**src/rtl/riscv_defines.sv**
```systemverilog
// riscv_defines: shared types and defaults for the memory port arbiter
//   arb_state_t         - arbiter FSM states
//   arb_owner_t         - which requester owns the in-flight transaction
//   DEF_MAX_DATA_STREAK - default consecutive data picks allowed while a fetch waits
package riscv_defines;
  localparam int DEF_MAX_DATA_STREAK = 4;
  typedef enum logic [1:0] {IDLE, REQ, WAIT_RSP} arb_state_t;
  typedef enum logic {OWNER_FETCH, OWNER_DATA} arb_owner_t;
endpackage

```
**src/rtl/mem_port_arbiter.sv**
```systemverilog
// mem_port_arbiter: shares one memory port between fetch and data requesters, one transaction in flight
//   clk, rst_n                                      - clock, async active-low reset
//   if_req/if_addr -> if_gnt/if_rvalid/if_rdata     - instruction fetch requester
//   d_req/d_we/d_addr/d_wdata/d_be -> d_gnt/d_rvalid/d_rdata - load/store requester
//   mem_req/mem_we/mem_addr/mem_wdata/mem_be, mem_ready/mem_rvalid/mem_rdata - memory port
module mem_port_arbiter
  import riscv_defines::*;
#(
  parameter int ADDR_W          = 32,
  parameter int DATA_W          = 32,
  parameter int MAX_DATA_STREAK = DEF_MAX_DATA_STREAK
) (
  input  logic                clk,
  input  logic                rst_n,
  input  logic                if_req,
  input  logic [ADDR_W-1:0]   if_addr,
  output logic                if_gnt,
  output logic                if_rvalid,
  output logic [DATA_W-1:0]   if_rdata,
  input  logic                d_req,
  input  logic                d_we,
  input  logic [ADDR_W-1:0]   d_addr,
  input  logic [DATA_W-1:0]   d_wdata,
  input  logic [DATA_W/8-1:0] d_be,
  output logic                d_gnt,
  output logic                d_rvalid,
  output logic [DATA_W-1:0]   d_rdata,
  output logic                mem_req,
  output logic                mem_we,
  output logic [ADDR_W-1:0]   mem_addr,
  output logic [DATA_W-1:0]   mem_wdata,
  output logic [DATA_W/8-1:0] mem_be,
  input  logic                mem_ready,
  input  logic                mem_rvalid,
  input  logic [DATA_W-1:0]   mem_rdata
);
  localparam int SW = $clog2(MAX_DATA_STREAK + 2);
  arb_state_t            state_q;
  arb_owner_t            owner_q;
  logic [SW-1:0]         streak_q, streak_d;
  logic                  we_q;
  logic [ADDR_W-1:0]     addr_q;
  logic [DATA_W-1:0]     wdata_q;
  logic [DATA_W/8-1:0]   be_q;
  logic                  pick_data, rsp;
  // data wins ties unless the waiting fetch has already been passed over MAX_DATA_STREAK times
  always_comb begin
    pick_data = d_req && !(if_req && streak_q == SW'(MAX_DATA_STREAK));
    streak_d  = (!if_req || !pick_data) ? '0 :
                (streak_q == SW'(MAX_DATA_STREAK)) ? streak_q : streak_q + 1'b1;
  end
  always_ff @(posedge clk or negedge rst_n) begin
    if (!rst_n) begin
      state_q  <= IDLE;
      owner_q  <= OWNER_FETCH;
      streak_q <= '0;
      we_q     <= 1'b0;
      addr_q   <= '0;
      wdata_q  <= '0;
      be_q     <= '0;
    end else begin
      case (state_q)
        IDLE: begin
          streak_q <= streak_d;
          if (if_req || d_req) begin
            state_q <= REQ;
            owner_q <= pick_data ? OWNER_DATA : OWNER_FETCH;
            we_q    <= pick_data && d_we;
            addr_q  <= pick_data ? d_addr : if_addr;
            wdata_q <= pick_data ? d_wdata : '0;
            be_q    <= pick_data ? d_be : '1;
          end
        end
        REQ:      if (mem_ready) state_q <= WAIT_RSP;
        WAIT_RSP: if (mem_rvalid) state_q <= IDLE;
        default:  state_q <= IDLE;
      endcase
    end
  end
  always_comb begin
    mem_req   = state_q == REQ;
    mem_we    = we_q;
    mem_addr  = addr_q;
    mem_wdata = wdata_q;
    mem_be    = be_q;
    if_gnt    = mem_req && mem_ready && owner_q == OWNER_FETCH;
    d_gnt     = mem_req && mem_ready && owner_q == OWNER_DATA;
    // responses only count while waiting; stray mem_rvalid elsewhere is dropped
    rsp       = state_q == WAIT_RSP && mem_rvalid;
    if_rvalid = rsp && owner_q == OWNER_FETCH;
    d_rvalid  = rsp && owner_q == OWNER_DATA;
    if_rdata  = if_rvalid ? mem_rdata : '0;
    d_rdata   = d_rvalid ? mem_rdata : '0;
  end
endmodule

```
**config.mk**
```make
export PLATFORM = sky130hd
export DESIGN_NAME = mem_port_arbiter
export DESIGN_NICKNAME = d
export VERILOG_FILES = /design/src/rtl/riscv_defines.sv /design/src/rtl/mem_port_arbiter.sv
export SDC_FILE = /design/constraint.sdc
export NUM_CORES = 1
export LEC_CHECK = 0
export CORE_MARGIN = 1.5
export CORE_UTILIZATION = 30
export DETAILED_ROUTE_END_ITERATION = 8
export MAX_ROUTING_LAYER = met4
export PLACE_DENSITY = 0.7
export SYNTH_ARGS = -nofsm -noshare
export SYNTH_HDL_FRONTEND = slang
export SYNTH_SLANG_ARGS = --single-unit
```
**constraint.sdc**
```tcl
create_clock -name clk -period 1.93 [get_ports clk]
set_input_delay 0.2895 -clock clk [delete_from_list [all_inputs] [get_ports clk]]
set_output_delay 0.2895 -clock clk [all_outputs]
set_load 0.005 [all_outputs]
```
==> qor.txt <==
=====================================================================================
Antenna violations before repair                                                    3
Post-placement setup slack                                                 -0.2456 ns
Number of nets produced by synthesis                                              566
Cell at the root of the clock tree                                       sky130_fd_sc_hd__clkbuf_16
Largest voltage drop on the vdd net                                          597.8 uV
Met1 layer usage reported by global route                                      26.69%
Number of placement rows                                                           42
Switching share of power                                                       32.95%
Num Clock Sinks                                                                    75
Instance count after placement with tap cells included                            853
Maximum fanout count along the critical path                                        8
Setup repair after global routing missed its margin                               yes
Final hold vios                                                                     0
Number of buffers created by CTS                                                    9
Internal portion of total power                                              6.359 mW
Initial standard-cell utilization of the core                                  30.61%
Total vias in the final route                                                    4614
Overall power of the completed layout                                        9.484 mW
Routability cong.                                                              0.9986
Routed wire per std cell                                                     19.28 um
Total buffers and inverters traversed by the critical path                          4
Cells taking the most area after synthesis                               sky130_fd_sc_hd__dfrtp_1 (47%), sky130_fd_sc_hd__and2_1 (10%), sky130_fd_sc_hd__nand3_1 (8.1%), sky130_fd_sc_hd__o2bb2ai_1 (7.2%), sky130_fd_sc_hd__o211ai_1 (5.8%)
Shortest clock period the worst path allows after layout                     2.005 ns
Clock Skews                                                               0.006853 ns
Delay of the slowest critical-path stage                                      0.39 ns
Arrival time of the worst setup path                                          1.72 ns
Number of I/O pins                                                                277
Synth warn                                                                          0
Final worst slack                                                         -0.07505 ns
Clock latency of the later-clocked register in the worst-skew pair            0.33 ns
Number of standard cells in the layout, taps in and fillers out                   893
CTS tree                                                                         done
Type of the worst min-delay path                                               in2reg
Pre-Repair DR Iteration Count                                                       5
DRC marker count from the first detailed-route iteration                          305
Run status                                                               finished, violations left
Max_cap viols                                                                       0
Clock-pin slew of the registers on the worst-case setup and hold paths        0.06 ns
Synthesized netlist cell count                                                    425
Avg Cell Area, Syn                                                         9.462 um^2
Sequential share of power                                                       28.7%
Critical path data required time                                              1.64 ns
Setup violation total in the final timing report                                   18
Met3 track utilization from global routing                                     4.585%
Filler instances                                                                 1149
Critical path class                                                           reg2out
Part of the power in the clock network                                          20.1%
Highest Clock Rate                                                          498.7 MHz
Worst Max-Slew Pin Slew                                                     0.4133 ns
Total negative slack                                                       -0.7344 ns
Global route hottest layer                                                       met2
Number of levels the H-tree was split into                                          3
Port-buffer cells                                                                 276
Cell type contributing the most total cell area after synthesis          sky130_fd_sc_hd__dfrtp_1
Vert. Die Dim                                                                118.8 um
Power per standard cell area                                             1237 nW/um^2
Netlist cell types                                                                 29
Worst Setup Start Kind                                                       register
Cell with the most instances on the worst path                           sky130_fd_sc_hd__buf_6
Post-synthesis sequential area ratio                                           46.67%
Highest-delay cell along the critical path                               sky130_fd_sc_hd__dfrtp_1
Headroom to the max-slew limit                                                 72.45%
Growth of design area from synthesis to finish                                 90.73%
DP HPWL                                                                      11970 um
CTS max path bufs                                                                   2
Cell area after layout                                                      7670 um^2
Via count normalized by instance count                                          5.167
Detail Route Antenna Nets                                                           0
Placeable core region                                                      13140 um^2
Violated checks                                                          negative setup slack
P_sw                                                                         3.125 mW
Combinational group share of total power                                        51.2%
GR Layer Usage met2                                                            43.93%
Overall die area                                                           14110 um^2
Placed Instance Area                                                        7084 um^2
Pin count of the biggest net entering global routing                               47
Wire length of the first global-routing pass                                 26500 um
Final wirelength                                                             17220 um
Delay-heaviest family, CP                                                simple AND/OR/NAND/NOR gates
Portion of synthesized cell area occupied by the leading cell type             46.67%
Utilization of the core after routing                                          58.38%
Leakage power total                                                          3.212 nW
CP Cell Sequence                                                         nand2b_4 -> nor3b_4 -> buf_6 -> buf_6 -> buf_16 -> and2_4 -> clkbuf_2
Most frequent cells in the layout                                        sky130_fd_sc_hd__clkdlybuf4s50_1 (205), sky130_fd_sc_hd__dfrtp_1 (75), sky130_fd_sc_hd__nand3_1 (65), sky130_fd_sc_hd__o21ai_0 (40), sky130_fd_sc_hd__buf_6 (37)
Area of the mapped netlist                                                  4021 um^2
Layout cell share with drive strength beyond 1                                 23.39%
Fin nets                                                                          850
Post-route DRC violation count                                                      0
Final global-route overflow total                                                   0
Endpoint kind of the worst setup timing path                              output port
Horizontal extent of the die                                                 118.8 um
Synth Register Bits                                                                75
Final count of pins violating max slew                                              0
Number of global-route vias before repair                                        4762
Overall Global Routing Usage                                                   24.78%
Share of the cycle needed by the critical path after routing                   103.9%
Worst hold slack                                                            0.3554 ns
Most frequent standard cell in the layout excluding fill and tap cells   sky130_fd_sc_hd__clkdlybuf4s50_1
=====================================================================================
==> cell type report <==
type | instances | area (um^2) | area share, %
Inverter | 3 | 11.26 | 0.1468
Sequential cell | 75 | 1877 | 24.47
Clock inverter | 3 | 67.56 | 0.8809
Clock buffer | 13 | 280.3 | 3.654
Tap cell | 176 | 220.2 | 2.871
Multi-Input combinational cell | 298 | 1996 | 26.02
Antenna cell | 3 | 7.507 | 0.09788
Timing Repair Buffer | 322 | 3211 | 41.86
==> metal layers <==
layer,up-vias,wire (um)
met5,-,0
li1,2132,-
met2,215,9049
met4,0,690
met3,46,946
met1,2221,6530
==> registers in the layout, indices dropped and copies added, names as in the netlist <==
name	flops
owner_q	1
state_q	2
mem_wdata	32
streak_q	3
mem_we	1
mem_addr	32
mem_be	4
==> power groups by stage <==
stage | combinational, mW | sequential [mW] | clock (mW)
finish | 4.86 | 2.72 | 1.91
global route | 5.23 | 2.81 | 2.03
detailed placement | 4.65 | 2.72 | 0
global placement | 4.54 | 2.71 | 0
floorplan | 1.85 | 2.75 | 0
CTS | 4.87 | 2.72 | 1.96
==> cell usage after synthesis <==
cell type	instances
sky130_fd_sc_hd__dfrtp_1	75
sky130_fd_sc_hd__and2_1	65
sky130_fd_sc_hd__nand3_1	65
sky130_fd_sc_hd__o21ai_0	40
sky130_fd_sc_hd__nand4_1	35
sky130_fd_sc_hd__o2bb2ai_1	33
sky130_fd_sc_hd__o211ai_1	31
sky130_fd_sc_hd__clkbuf_1	24
sky130_fd_sc_hd__buf_2	13
sky130_fd_sc_hd__nand2_1	5
sky130_fd_sc_hd__a2bb2oi_1	4
sky130_fd_sc_hd__buf_1	4
sky130_fd_sc_hd__buf_4	4
sky130_fd_sc_hd__buf_6	4
sky130_fd_sc_hd__nor3_1	4
sky130_fd_sc_hd__inv_1	3
sky130_fd_sc_hd__nor2_1	3
sky130_fd_sc_hd__ha_1	2
sky130_fd_sc_hd__and3_1	1
sky130_fd_sc_hd__and4b_1	1
sky130_fd_sc_hd__nand2b_1	1
sky130_fd_sc_hd__nand3_4	1
sky130_fd_sc_hd__nor2_4	1
sky130_fd_sc_hd__nor2b_1	1
sky130_fd_sc_hd__nor3b_2	1
sky130_fd_sc_hd__nor4bb_1	1
sky130_fd_sc_hd__o211ai_2	1
sky130_fd_sc_hd__or2_1	1
sky130_fd_sc_hd__or2_2	1
==> cells by family after synthesis <==
kind of cell	synth area share [%]
fa+ha+maj	0.6222
buf+inv	6.378
flops	46.67
compound gates	19.13
simple gates	27.19
==> final timing paths <==
kind	from	to	slack (ns)	depth (start not counted)
setup / recovery	state_q[0]$_DFFE_PN0P_	if_rdata[28]	-0.08	7
hold / removal	mem_rvalid	state_q[1]$_DFFE_PN0P_	0.36	2
setup reg to reg	state_q[1]$_DFFE_PN0P_	mem_wdata[25]$_DFFE_PN0P_	0.21	6
hold reg to reg	mem_wdata[9]$_DFFE_PN0P_	mem_wdata[9]$_DFFE_PN0P_	0.49	1
max in group asynchronous	rst_n	mem_addr[27]$_DFFE_PN0P_	0.88	3
min in group asynchronous	rst_n	mem_wdata[3]$_DFFE_PN0P_	0.43	2
==> timing repair <==
item,CTS,global route
hold buffers,1,0
pin swaps,24,8
gates cloned,6,0
buffers inserted,17,4
hold endpoints to repair,29,0
resized for setup,228,97
endpoints found under the setup margin,69,66
No activity file was read; power rests on OpenSTA's default activity.
